`config.mk`:
```
export PLATFORM = sky130hd
export DESIGN_NAME = turbo_codec_scheduler
export DESIGN_NICKNAME = d
export VERILOG_FILES = /design/src/rtl/turbo_codec_scheduler.sv
export SDC_FILE = /design/constraint.sdc
export NUM_CORES = 1
export LEC_CHECK = 0
export BUFFER_PORTS_ARGS = -buffer_cell sky130_fd_sc_hd__buf_2
export CELL_PAD_IN_SITES_DETAIL_PLACEMENT = 1
export CELL_PAD_IN_SITES_GLOBAL_PLACEMENT = 1
export CORE_MARGIN = 2
export CORE_UTILIZATION = 42
export CTS_CLUSTER_SIZE = 28
export DETAILED_ROUTE_END_ITERATION = 8
export GPL_TIMING_DRIVEN = 1
export HOLD_SLACK_MARGIN = 0.05
export PLACE_DENSITY = 0.84
export SLEW_MARGIN = 20
export SYNTH_ARGS = -nofsm -noshare
export SYNTH_HDL_FRONTEND = slang
export SYNTH_SLANG_ARGS = --single-unit
export TNS_END_PERCENT = 1
```
`constraint.sdc`:
```
create_clock -name clk -period 4.4 [get_ports clk]
set_input_delay 0.66 -clock clk [delete_from_list [all_inputs] [get_ports clk]]
set_output_delay 0.66 -clock clk [all_outputs]
set_load 0.02 [all_outputs]
```
`src/rtl/turbo_codec_scheduler.sv`:
```
// Round-robin scheduler sharing one turbo codec core between an encode and a decode requester.
// Optional TURBO_SCHED_STATS_EN adds saturating job/timeout counters.
module turbo_codec_scheduler #(
  parameter int unsigned BLOCK_LEN = 8,
  parameter int unsigned TIMEOUT   = 15
) (
  input  logic                 clk,
  input  logic                 reset,
  input  logic                 enc_req,
  input  logic [BLOCK_LEN-1:0] enc_block,
  output logic                 enc_gnt,
  input  logic                 dec_req,
  input  logic [2:0]           dec_sym,
  output logic                 dec_gnt,
  output logic                 core_start,
  output logic                 core_mode,
  output logic                 core_data,
  output logic [2:0]           core_sym,
  input  logic                 core_valid,
  input  logic [2:0]           core_enc,
  input  logic                 core_dec,
  output logic                 rsp_valid,
  output logic                 rsp_mode,
  output logic [2:0]           rsp_data,
  output logic                 rsp_timeout,
`ifdef TURBO_SCHED_STATS_EN
  output logic [7:0]           stat_enc,
  output logic [7:0]           stat_dec,
  output logic [7:0]           stat_tmo,
`endif
  output logic                 busy
);

  localparam int unsigned IDX_W = $clog2(BLOCK_LEN);
  localparam int unsigned TMO_W = $clog2(TIMEOUT + 1);

  localparam logic [2:0] IDLE   = 3'd0;
  localparam logic [2:0] LAUNCH = 3'd1;
  localparam logic [2:0] FEED   = 3'd2;
  localparam logic [2:0] WAIT   = 3'd3;
  localparam logic [2:0] RESP   = 3'd4;

  logic [2:0]           state, state_nxt;
  logic [BLOCK_LEN-1:0] payload, payload_nxt;
  logic [2:0]           sym, sym_nxt;
  logic                 mode, mode_nxt;
  logic                 last_enc, last_enc_nxt;
  logic [IDX_W-1:0]     bit_idx, bit_idx_nxt;
  logic [TMO_W-1:0]     tmo_cnt, tmo_cnt_nxt;
  logic                 enc_win;
  logic [IDX_W-1:0]     idx_inc;

  logic       enc_gnt_nxt, dec_gnt_nxt, core_start_nxt, core_mode_nxt, core_data_nxt;
  logic [2:0] core_sym_nxt, rsp_data_nxt;
  logic       rsp_valid_nxt, rsp_mode_nxt, rsp_timeout_nxt, busy_nxt;

  // Tie goes to whichever requester did not win last.
  assign enc_win = enc_req & (~dec_req | ~last_enc);
  assign idx_inc = bit_idx + IDX_W'(1);

  // Next state plus next value of every registered output.
  always_comb begin
    state_nxt       = state;
    payload_nxt     = payload;
    sym_nxt         = sym;
    mode_nxt        = mode;
    last_enc_nxt    = last_enc;
    bit_idx_nxt     = bit_idx;
    tmo_cnt_nxt     = tmo_cnt;
    enc_gnt_nxt     = 1'b0;
    dec_gnt_nxt     = 1'b0;
    core_start_nxt  = 1'b0;
    core_mode_nxt   = 1'b0;
    core_data_nxt   = 1'b0;
    core_sym_nxt    = 3'b000;
    rsp_valid_nxt   = 1'b0;
    rsp_mode_nxt    = 1'b0;
    rsp_data_nxt    = 3'b000;
    rsp_timeout_nxt = 1'b0;
    busy_nxt        = 1'b0;
    case (state)
      IDLE: begin
        if (enc_req || dec_req) begin
          state_nxt      = LAUNCH;
          mode_nxt       = enc_win;
          last_enc_nxt   = enc_win;
          payload_nxt    = enc_win ? enc_block : '0;
          sym_nxt        = enc_win ? 3'b000 : dec_sym;
          enc_gnt_nxt    = enc_win;
          dec_gnt_nxt    = ~enc_win;
          core_start_nxt = 1'b1;
          core_mode_nxt  = enc_win;
          core_data_nxt  = enc_win & enc_block[0];
          core_sym_nxt   = enc_win ? 3'b000 : dec_sym;
          busy_nxt       = 1'b1;
        end
      end
      LAUNCH: begin
        busy_nxt      = 1'b1;
        core_mode_nxt = mode;
        if (mode) begin
          state_nxt     = FEED;
          bit_idx_nxt   = IDX_W'(1);
          core_data_nxt = payload[1];
        end else begin
          state_nxt   = WAIT;
          tmo_cnt_nxt = '0;
        end
      end
      FEED: begin
        busy_nxt      = 1'b1;
        core_mode_nxt = mode;
        if (bit_idx == IDX_W'(BLOCK_LEN - 1)) begin
          state_nxt   = WAIT;
          tmo_cnt_nxt = '0;
        end else begin
          bit_idx_nxt   = idx_inc;
          core_data_nxt = payload[idx_inc];
        end
      end
      WAIT: begin
        busy_nxt      = 1'b1;
        core_mode_nxt = mode;
        if (core_valid) begin
          state_nxt     = RESP;
          rsp_valid_nxt = 1'b1;
          rsp_mode_nxt  = mode;
          rsp_data_nxt  = mode ? core_enc : {2'b00, core_dec};
        end else if (tmo_cnt == TMO_W'(TIMEOUT)) begin
          // Response lands TIMEOUT+1 cycles after WAIT entry.
          state_nxt       = RESP;
          rsp_valid_nxt   = 1'b1;
          rsp_mode_nxt    = mode;
          rsp_timeout_nxt = 1'b1;
        end else begin
          tmo_cnt_nxt = tmo_cnt + TMO_W'(1);
        end
      end
      RESP: begin
        state_nxt = IDLE;
      end
      default: begin
        state_nxt = IDLE;
      end
    endcase
  end

  always_ff @(posedge clk) begin
    if (reset) begin
      state       <= IDLE;
      payload     <= '0;
      sym         <= 3'b000;
      mode        <= 1'b0;
      last_enc    <= 1'b0;
      bit_idx     <= '0;
      tmo_cnt     <= '0;
      enc_gnt     <= 1'b0;
      dec_gnt     <= 1'b0;
      core_start  <= 1'b0;
      core_mode   <= 1'b0;
      core_data   <= 1'b0;
      core_sym    <= 3'b000;
      rsp_valid   <= 1'b0;
      rsp_mode    <= 1'b0;
      rsp_data    <= 3'b000;
      rsp_timeout <= 1'b0;
      busy        <= 1'b0;
    end else begin
      state       <= state_nxt;
      payload     <= payload_nxt;
      sym         <= sym_nxt;
      mode        <= mode_nxt;
      last_enc    <= last_enc_nxt;
      bit_idx     <= bit_idx_nxt;
      tmo_cnt     <= tmo_cnt_nxt;
      enc_gnt     <= enc_gnt_nxt;
      dec_gnt     <= dec_gnt_nxt;
      core_start  <= core_start_nxt;
      core_mode   <= core_mode_nxt;
      core_data   <= core_data_nxt;
      core_sym    <= core_sym_nxt;
      rsp_valid   <= rsp_valid_nxt;
      rsp_mode    <= rsp_mode_nxt;
      rsp_data    <= rsp_data_nxt;
      rsp_timeout <= rsp_timeout_nxt;
      busy        <= busy_nxt;
    end
  end

`ifdef TURBO_SCHED_STATS_EN
  // Saturating job counters, updated from the registered response in RESP.
  always_ff @(posedge clk) begin
    if (reset) begin
      stat_enc <= 8'd0;
      stat_dec <= 8'd0;
      stat_tmo <= 8'd0;
    end else if (state == RESP) begin
      if (rsp_timeout) begin
        if (stat_tmo != 8'hFF) stat_tmo <= stat_tmo + 8'd1;
      end else if (rsp_mode) begin
        if (stat_enc != 8'hFF) stat_enc <= stat_enc + 8'd1;
      end else begin
        if (stat_dec != 8'hFF) stat_dec <= stat_dec + 8'd1;
      end
    end
  end
`endif

endmodule

```
==> impl_results.md <==
* Status: finished clean
* Initial antenna violation count at 0
* Synth Net Count at around 160
* Routed Antenna Nets at 0
* WS Path Type: flip-flop to flip-flop
* Top fanout value on the critical path at 5
* First-pass detailed-route iteration total at 3
* Via count at approximately 1100
* RSZ-0062 raised after global routing: false
* Num CTS Buffers at 5
* Post-DR wirelength/cell at roughly 15 um
* DR iter-0 viols at 28
* Synth warn at 0
* Post-synth EDFFs at 0
* Cells after Synth at 133
* Layout cells sized above 1 at 0.290
* HP Class: flip-flop to flip-flop
* Hold Path Depth at 1
* Most frequent cells in the layout: 34 x dfxtp_1, 34 x buf_2, 15 x nor2_1
* CTS tree: built
* Top_reg_cell synth: dfxtp_1
* Synth cell types at 40
* Largest net degree at the start of global routing at 15
* Starting Density at 0.447
* Period minus WS final at 1.98 ns
* Sequential share of the synthesized area at 0.491
* First-pass GRT wire length at 5240 um
* Ys async rst share at 0
* Yosys reg bits at 34
* Die footprint at 3780 sq um
* Num ports at 35
* Met3 wire length at 122 um
* RR Startpoint: bit_idx[0]$_SDFFE_PP0P_
* Maximum clock rate at 0.505 GHz
* Post-Route WL at 3200 um
* Port Buf Inserts at 34
* Total track usage at 0.191
* Final hold viol count at 0
* Slew headroom at 0.590
* Post_cts resized at 0
* ANT cells at 0
* Count of final setup violators at 0
* CTS H-tree depth at 2
* Overflow after GRT at 0
* Clock Tree Root: clkbuf_4
* Area Overhead vs Synth at 17.0%
* Skew-Pair Late Insertion Delay at between 0.3 and 0.4 ns
* Vias per cell at around 5.4
* Core area at just over 3000 sq um
* Maxcap violations at 0
* R2R Setup Slk at approximately 2.4 ns
* Gpl congestion at between 0.7 and 0.8
* Average cell area after synthesis at approximately 10 sq um
* Net switching power at 187 uW
* Tcrit/Tclk final at 0.450
* Met2 WL at 1680 um
* Worst path arrival time at around 2.2 ns
* Chip Width at ~61 um
* Placed Cells at slightly above 200
* Worst Path Required at 4.63 ns
* Setup Skew at between 0.01 and 0.015 ns
* Post-DP HPWL at about 2400 um
* DR top layer: met4
* Vias in the first global route at roughly 1100
* Leakage at 0.000717 uW
* Worst slew pin tran at 0.613 ns
* Post-Layout Cell Count at between 200 and 250
* Pwr/cell area at just under 400 nW/um^2
* Clock Power Share at 0.290
* Final TNS setup at 0 ns
* Reg clk slew, reported paths at between 0.1 and 0.15 ns
* Bufs on Longest Clock Path at 2
* CP Capture Type: flip-flop
* Hold-fix buffers, CTS at 0
* DRC at 0
* Startpoint Class: flip-flop
* Sequential Power Share at 0.551
* Sw frac at 0.294
* Wire length on met1 at roughly 1400 um
* # Post-CTS Setup Buffers at 0
* WHS Endpoint: payload[6]$_SDFFE_PP0P_
* Synth Cell Area at about 1400 sq um
* FF-to-FF path depth at 6
* Internal power at 450 uW
* CTS sink cnt at 34
* Die height at about 60 um
* VDD IR-drop max at 0.198 mV
* Slew Limit Fails at 0
* FP Rows at 20
* RR Endpoint: core_data$_SDFF_PP0_
* Worst hold start: payload[6]$_SDFFE_PP0P_
* Combinational power share at 0.159
* Filler cell count at approximately 380
* Nets at 191
critical path, cell delays in order, from the launching register on:
cell and delay [ns]:
dfxtp_1 0.40, ha_1 0.25, ha_1 0.33, mux4_1 0.55
mux2i_1 0.16, or3_1 0.11, o21ai_0 0.06
layout make-up:
class,count,area [sq um],share of cell area
timing repair buffer,34,170,0.105
tap,44,55.1,0.0340
clock buffer,6,51.3,0.0316
multi-input combinational,92,648,0.400
inverter,1,3.75,0.00231
clock inverter,2,12.5,0.00772
sequential,34,681,0.420
synth_stat cells (2+ instances only):
| cell type | number | area (sq um) |
|---|---|---|
| dfxtp_1 | 34 | 681 |
| nor2_1 | 15 | 56.3 |
| a22o_1 | 7 | 61.3 |
| nand2_1 | 6 | 22.5 |
| nor3_1 | 6 | 30.0 |
| o21ai_0 | 6 | 30.0 |
| a21oi_1 | 5 | 25.0 |
| and2_1 | 5 | 31.3 |
| a22oi_1 | 3 | 22.5 |
| a31oi_1 | 3 | 18.8 |
| buf_6 | 3 | 33.8 |
| ha_1 | 3 | 37.5 |
| nor2b_1 | 3 | 18.8 |
| a21o_1 | 2 | 15.0 |
| and4_1 | 2 | 17.5 |
| buf_4 | 2 | 15.0 |
| mux2i_1 | 2 | 20.0 |
| mux4_1 | 2 | 52.6 |
| nand3_1 | 2 | 10.0 |
| nand3b_1 | 2 | 15.0 |
sequential cells by signal (all words and copies together), names as in the netlist:
signal / count
rsp_data: 3
enc_gnt: 1
busy: 1
payload: 8
core_start: 1
core_mode: 1
core_data: 1
rsp_valid: 1
tmo_cnt: 4
rsp_timeout: 1
last_enc: 1
rsp_mode: 1
bit_idx: 3
state: 3
core_sym: 3
dec_gnt: 1
power groups by stage:
stage          Clock, uW  Combinational [uW]  Sequential, uW
3_5_place_dp           0                 102             358
3_3_place_gp           0                95.9             356
6_report             185                 101             351
5_1_grt              204                 113             355
2_1_floorplan          0                77.5             355
4_1_cts              191                 103             351
cell families (layout without fill, tap and decap cells):
group	after synthesis	after routing	share of synthesized area
AOI/OAI and AO/OA	34	34	0.178
DFF	34	34	0.491
and+or+nand+nor	51	51	0.210
muxes	4	4	0.0523
buffers and inverters	7	43	0.0415
adders and majority gates	3	3	0.0271
worst max-delay path by stage:
stage,startpoint,end,slack (ns)
after floorplan,bit_idx[0]$_SDFFE_PP0P_,core_data$_SDFF_PP0_,2.60
after global placement,bit_idx[0]$_SDFFE_PP0P_,core_data$_SDFF_PP0_,2.56
after detailed placement,bit_idx[0]$_SDFFE_PP0P_,core_data$_SDFF_PP0_,2.44
after CTS,bit_idx[0]$_SDFFE_PP0P_,core_data$_SDFF_PP0_,2.42
after global routing,bit_idx[0]$_SDFFE_PP0P_,core_data$_SDFF_PP0_,2.31
final,bit_idx[0]$_SDFFE_PP0P_,core_data$_SDFF_PP0_,2.42
routing by layer:
metal,GRT usage,vias up
li1,-,558
met1,0.233,563
met2,0.325,21
met3,0.0462,4
met4,0.0729,0
met5,0,-
stage by stage:
step	hold WS [ns]	util	setup slack [ns]	area (sq um)	power [uW]
2_1_floorplan	0.434	-	2.60	1390	432
3_5_place_dp	0.468	0.502	2.44	1560	460
6_report	0.494	0.523	2.42	1620	637
4_1_cts	0.494	0.523	2.42	1620	645
3_3_place_gp	0.463	0.502	2.56	1560	452
5_1_grt	0.512	0.523	2.31	1620	673
Note: power is estimated with default switching activity, not from simulation.
